===== src/rtl/segasys1_hiscore_arb.sv =====
// segasys1_hiscore_arb
//   Serialises hiscore loader byte accesses onto the SEGASYSTEM1 hiscore
//   ports (HSAD/HSDI/HSWE/HSDO). For each request it raises pause_req. It then
//   waits for a safe window, either a confirmed pause or an active VBLK when
//   VBLK_OK is set. Next it strobes the selected RAM or samples its read data,
//   and finishes with a one-clock ack.
//
// Ports
//   clk40M, reset            clock, async active-high reset
//   req/req_we/req_addr/
//   req_wdata                one byte request, sampled only while idle
//   ack, rdata, busy         completion pulse, read data (held), activity
//   pause_req, paused, vblk  core pause handshake and vertical blank
//   hsad, hsdi               shared RAM address / write data
//   hswe_main, hswe_video    per-target write strobes
//   hsdo_main, hsdo_video    per-target read data
//
// Address [15:12]==4'hC targets main work RAM; everything else is video RAM.

module segasys1_hiscore_arb #(
  parameter int unsigned RD_LAT     = 2,   // 1..7
  parameter int unsigned PAUSE_HOLD = 64,  // 0..255
  parameter bit          VBLK_OK    = 1'b1
) (
  input  logic        clk40M,
  input  logic        reset,
  input  logic        req,
  input  logic        req_we,
  input  logic [15:0] req_addr,
  input  logic [7:0]  req_wdata,
  output logic        ack,
  output logic [7:0]  rdata,
  output logic        busy,
  output logic        pause_req,
  input  logic        paused,
  input  logic        vblk,
  output logic [15:0] hsad,
  output logic [7:0]  hsdi,
  output logic        hswe_main,
  output logic        hswe_video,
  input  logic [7:0]  hsdo_main,
  input  logic [7:0]  hsdo_video
);

  localparam logic [2:0] RD_LAT_L = 3'(RD_LAT);
  localparam logic [7:0] HOLD_L   = 8'(PAUSE_HOLD);

  typedef enum logic [2:0] {
    S_IDLE,
    S_WAIT_WIN,
    S_ACCESS,
    S_WAIT_RD,
    S_DONE
  } state_t;

  state_t      state_q, state_d;
  logic        we_q, we_d;
  logic        sel_main_q, sel_main_d;
  logic [15:0] hsad_q, hsad_d;       // doubles as the address latch
  logic [7:0]  hsdi_q, hsdi_d;       // doubles as the write data latch
  logic [2:0]  lat_q, lat_d;
  logic [7:0]  hold_q, hold_d;
  logic        ack_q, ack_d;
  logic [7:0]  rdata_q, rdata_d;
  logic        busy_q, busy_d;
  logic        pause_req_q, pause_req_d;
  logic        hswe_main_q, hswe_main_d;
  logic        hswe_video_q, hswe_video_d;

  logic win;

  assign win = paused | (VBLK_OK & vblk);

  always_comb begin
    state_d      = state_q;
    we_d         = we_q;
    sel_main_d   = sel_main_q;
    hsad_d       = hsad_q;
    hsdi_d       = hsdi_q;
    lat_d        = lat_q;
    hold_d       = hold_q;
    ack_d        = 1'b0;
    rdata_d      = rdata_q;
    pause_req_d  = pause_req_q;
    hswe_main_d  = 1'b0;
    hswe_video_d = 1'b0;

    unique case (state_q)
      S_IDLE: begin
        if (req) begin
          we_d        = req_we;
          hsad_d      = req_addr;
          hsdi_d      = req_wdata;
          sel_main_d  = (req_addr[15:12] == 4'hC);
          pause_req_d = 1'b1;
          state_d     = S_WAIT_WIN;
        end else begin
          if (hold_q != 8'd0) hold_d = hold_q - 8'd1;
          // Registered output: drop pause_req together with the counter
          // reaching zero, so it falls PAUSE_HOLD+1 clocks after ack.
          pause_req_d = (hold_q > 8'd1);
        end
      end
      S_WAIT_WIN: begin
        if (win) begin
          state_d = S_ACCESS;
          // Strobe is registered, so it is raised on entry to ACCESS and
          // lasts exactly the one ACCESS clock.
          if (we_q) begin
            hswe_main_d  = sel_main_q;
            hswe_video_d = !sel_main_q;
          end
        end
      end
      S_ACCESS: begin
        if (we_q) begin
          ack_d   = 1'b1;
          state_d = S_DONE;
        end else begin
          lat_d   = RD_LAT_L;
          state_d = S_WAIT_RD;
        end
      end
      S_WAIT_RD: begin
        if (lat_q == 3'd1) begin
          rdata_d = sel_main_q ? hsdo_main : hsdo_video;
          ack_d   = 1'b1;
          state_d = S_DONE;
        end else begin
          lat_d = lat_q - 3'd1;
        end
      end
      S_DONE: begin
        hold_d      = HOLD_L;
        pause_req_d = (HOLD_L != 8'd0);
        state_d     = S_IDLE;
      end
      default: state_d = S_IDLE;
    endcase

    busy_d = (state_d != S_IDLE);
  end

  always_ff @(posedge clk40M or posedge reset) begin
    if (reset) begin
      state_q      <= S_IDLE;
      we_q         <= 1'b0;
      sel_main_q   <= 1'b0;
      hsad_q       <= '0;
      hsdi_q       <= '0;
      lat_q        <= '0;
      hold_q       <= '0;
      ack_q        <= 1'b0;
      rdata_q      <= '0;
      busy_q       <= 1'b0;
      pause_req_q  <= 1'b0;
      hswe_main_q  <= 1'b0;
      hswe_video_q <= 1'b0;
    end else begin
      state_q      <= state_d;
      we_q         <= we_d;
      sel_main_q   <= sel_main_d;
      hsad_q       <= hsad_d;
      hsdi_q       <= hsdi_d;
      lat_q        <= lat_d;
      hold_q       <= hold_d;
      ack_q        <= ack_d;
      rdata_q      <= rdata_d;
      busy_q       <= busy_d;
      pause_req_q  <= pause_req_d;
      hswe_main_q  <= hswe_main_d;
      hswe_video_q <= hswe_video_d;
    end
  end

  assign ack        = ack_q;
  assign rdata      = rdata_q;
  assign busy       = busy_q;
  assign pause_req  = pause_req_q;
  assign hsad       = hsad_q;
  assign hsdi       = hsdi_q;
  assign hswe_main  = hswe_main_q;
  assign hswe_video = hswe_video_q;

endmodule


===== config.mk =====
export PLATFORM = sky130hd
export DESIGN_NAME = segasys1_hiscore_arb
export DESIGN_NICKNAME = d
export VERILOG_FILES = /design/src/rtl/segasys1_hiscore_arb.sv
export SDC_FILE = /design/constraint.sdc
export NUM_CORES = 1
export LEC_CHECK = 0
export CORE_UTILIZATION = 40
export DETAILED_ROUTE_END_ITERATION = 16
export PLACE_DENSITY = 0.81
export SLEW_MARGIN = 20
export SYNTH_ARGS = -nofsm -noshare
export SYNTH_HDL_FRONTEND = slang
export SYNTH_SLANG_ARGS = --single-unit

===== constraint.sdc =====
create_clock -name clk40M -period 1.9 [get_ports clk40M]
set_clock_uncertainty 0.15 [all_clocks]
set_input_delay 0.19 -clock clk40M [delete_from_list [all_inputs] [get_ports clk40M]]
set_output_delay 0.19 -clock clk40M [all_outputs]
set_load 0.01 [all_outputs]

==> metrics.txt <==
GRT Total Usage=0.175; Slew @ Worst Pin=0.519 ns; vias in the first global route=1850; post-synthesis mux area share=0.161; CTS Sinks=53; maximum VDD drop=767 uV; CP max stage cell=dfrtp_1; routability cong.=0.776; fin crit period=1.79 ns; adder-cell share of the synthesized area=0.0257; Die Height=80.1 um; Worst Setup End Kind=flop; reg2reg start=hold_q[1]$_DFFE_PP0P_; yosys warns=0; # fillers=485; CTS tree=built; first-pass GRT wire length=8.69 mm; sequential area share after synthesis=0.544; crit-path max FO=6; fin. max-slew vios=0; Required @ worst endpoint=1.94 ns; kind of critical path=reg2reg; Max Cap Viol=0; CTS buffer count=5; Period Utilization, post-route=0.940; num rows=28; die area=0.00641 mm^2; nature of the critical path startpoint=flop; Post-Synth XOR/XNOR Area=0; Root Buffer=clkbuf_8; clk slew on worst S/H paths=0.10 ns; highest clock rate=560 MHz; crit-path cells=inv_1 -> ha_1 -> nor4b_4 -> a31oi_1 -> mux2_2; hold crit path type=in2reg; core area=0.00589 mm^2; # nets final=340; P per Cell Area=1540 mW/mm^2; hpwl dp=3.70 mm; Starting Density=0.414; DRC=0; remaining global-route overflow=0; H-tree depth=2; Max clock buf depth=2; Mapped Nets=251; Fin. Hold Viols=0; Post-Syn Instances=200; Pre-antenna DRT Iters=4; initial antenna violation count=0; remaining antenna violation count=0; total chip power=0.00539 W; leakage=1.45 nW; largest net degree at the start of global routing=52; DR WL/cell=14.0 um; compound-cell area share of the yosys netlist=0.0929; setup bufs post-CTS=0; vias=1796; outcome=finished, final reports clean; Via density=4.92; largest family of logic cells by synthesized area=multiplexers; post-synthesis cell type count=44; RSZ-0062 raised after global routing=no; area of the multi-input gates=0.00102 mm^2; DRT Wirelength=5.10 mm; DRT iter0 DRCs=138; io pins=83; worst-case headroom to the max-slew limit=0.654; n_diodes=0; worst setup path startpoint=hold_q[1]$_DFFE_PP0P_; cell area after synthesis=0.00244 mm^2; Layout area overhead=43.6%; CP max stage delay=0.40 ns; share of cells above drive strength 1=0.172; Simple-Gate Fraction of Synth Area=0.134; Fin Setup TNS=0 ns; HP Start=req_we; FF/Latch Area=0.00133 mm^2; mean area per synthesized cell=12.2 um^2; Setup-failing EPs final=0; port bufs=82; Worst-Skew Late Latency=0.30 ns; Synth Register Bits=53; Arr. time, crit path=1.83 ns; Die Span X=80.1 um
[registers in the layout (all words and copies together) (netlist names)]
name and count:
ack 1, busy 1, hold_q 8, hsad 16
hsdi 8, hswe_main 1, hswe_video 1, lat_q 3
pause_req 1, rdata 8, sel_main_q 1, state_q 3
we_q 1
[report_power, final]
| part | internal, W | switching [W] | total [W] | leakage (nW) |
|---|---|---|---|---|
| sequential | 0.00166 | 0.000413 | 0.00208 | 0.630 |
| clock | 0.000429 | 0.000369 | 0.000798 | 0.0574 |
| combinational | 0.00146 | 0.00106 | 0.00252 | 0.765 |
[cell type report]
type | count | share of cell area
tap | 75 | 0.0268
clock buffer | 6 | 0.0236
multi-input combinational | 130 | 0.291
timing repair buffer | 90 | 0.259
inverter | 9 | 0.00965
sequential | 53 | 0.379
clock inverter | 2 | 0.0107
[cells in the final DEF, fill, tap and decap left out, types with 2 or more instances in the layout]
cell | Yosys | layout
ha_1 | 5 | 5
clkbuf_8 | 0 | 6
nand3_1 | 4 | 4
clkdlybuf4s50_1 | 0 | 82
mux2_2 | 25 | 25
o21ai_0 | 16 | 16
mux2i_1 | 10 | 10
nand2b_1 | 5 | 5
nor3_1 | 3 | 3
a22o_1 | 2 | 2
nand2_1 | 13 | 13
nor2b_1 | 2 | 2
inv_1 | 9 | 8
and2b_1 | 2 | 2
buf_4 | 2 | 5
nor4_1 | 3 | 3
dfrtp_1 | 53 | 52
buf_12 | 0 | 2
a21oi_1 | 4 | 4
nor2_1 | 12 | 12
[through the flow]
stage | instance area (um^2) | cells | util | hold WS [ns] | setup WS (ns)
4_1_cts | 3490 | 365 | 0.593 | 0.280 | 0.122
5_1_grt | 3500 | 365 | 0.595 | 0.297 | 0.00624
3_3_place_gp | 3360 | 356 | 0.571 | 0.233 | 0.0756
6_report | 3500 | 365 | 0.595 | 0.288 | 0.114
2_1_floorplan | 2440 | 200 | - | 0.157 | 0.209
3_5_place_dp | 3360 | 356 | 0.571 | 0.233 | 0.0511
[critical path: cells and delay by family (launching register included)]
kind            cells  cell delay [ns]
buf+inv             1             0.10
simple gates        1             0.36
fa+ha+maj           1             0.18
compound gates      1             0.19
flops               1             0.40
mux                 1             0.30
[Yosys cell counts (all sizes together)]
| master | instances | area (um^2) |
|---|---|---|
| a211oi | 1 | 7.51 |
| a31o | 1 | 8.76 |
| nor4 | 3 | 18.8 |
| inv | 9 | 33.8 |
| o21ai | 16 | 80.1 |
| and2b | 2 | 15.0 |
| nor3 | 4 | 31.3 |
| and3 | 1 | 6.26 |
| o41ai | 1 | 8.76 |
| mux2i | 10 | 100 |
| o31ai | 1 | 7.51 |
| ha | 5 | 62.6 |
| o32ai | 1 | 8.76 |
| nor4b | 1 | 23.8 |
| clkbuf | 1 | 3.75 |
| nand3 | 5 | 30.0 |
| a22o | 2 | 17.5 |
| o211ai | 1 | 7.51 |
| nor4bb | 1 | 10.0 |
| and2 | 1 | 6.26 |
| nor2b | 2 | 12.5 |
| buf | 7 | 65.1 |
| nand4b | 1 | 8.76 |
| a2111oi | 1 | 15.0 |
| o2111a | 1 | 11.3 |
| and4 | 1 | 8.76 |
| a31oi | 1 | 6.26 |
| a311o | 1 | 11.3 |
| nor2 | 13 | 56.3 |
| mux2 | 26 | 293 |
| dfrtp | 53 | 1330 |
| a21oi | 4 | 20.0 |
| o311ai | 1 | 8.76 |
| nand2 | 13 | 48.8 |
| nand2b | 6 | 45.0 |
| nand4 | 1 | 6.26 |
| a22oi | 1 | 7.51 |
[kinds of logic (layout without fill, tap and decap cells)]
group | count (synthesis) | count (layout)
and+or+nand+nor | 55 | 55
DFF | 53 | 53
muxes | 36 | 36
AOI/OAI and AO/OA | 34 | 34
buffers and inverters | 17 | 107
adders and majority gates | 5 | 5
[worst paths after layout]
path / to / slack, ns / depth (start not counted)
max: hold_q[1]$_DFFE_PP0P_ / 0.11 / 5
min: we_q$_DFFE_PP0P_ / 0.29 / 3
max reg2reg: hold_q[1]$_DFFE_PP0P_ / 0.11 / 5
min reg2reg: rdata[5]$_DFFE_PP0P_ / 0.34 / 2
max in group asynchronous: state_q[2]$_DFF_PP0_ / 0.66 / 4
min in group asynchronous: rdata[1]$_DFFE_PP0P_ / 0.47 / 3
[timing repair]
item | CTS | global route
hold buffers | 1 | 0
resized for setup | 0 | 2
hold endpoints to repair | 2 | 0
setup endpoints to repair | 0 | 4
[layer usage]
| layer | GRT usage | vias up | share of wire |
|---|---|---|---|
| li1 | - | 886 | - |
| met1 | 0.224 | 858 | 0.43 |
| met2 | 0.298 | 44 | 0.51 |
| met3 | 0.0386 | 8 | 0.046 |
| met4 | 0.0482 | 0 | 0.014 |
| met5 | 0 | - | 0 |
No activity file was read; power rests on OpenSTA's default activity.
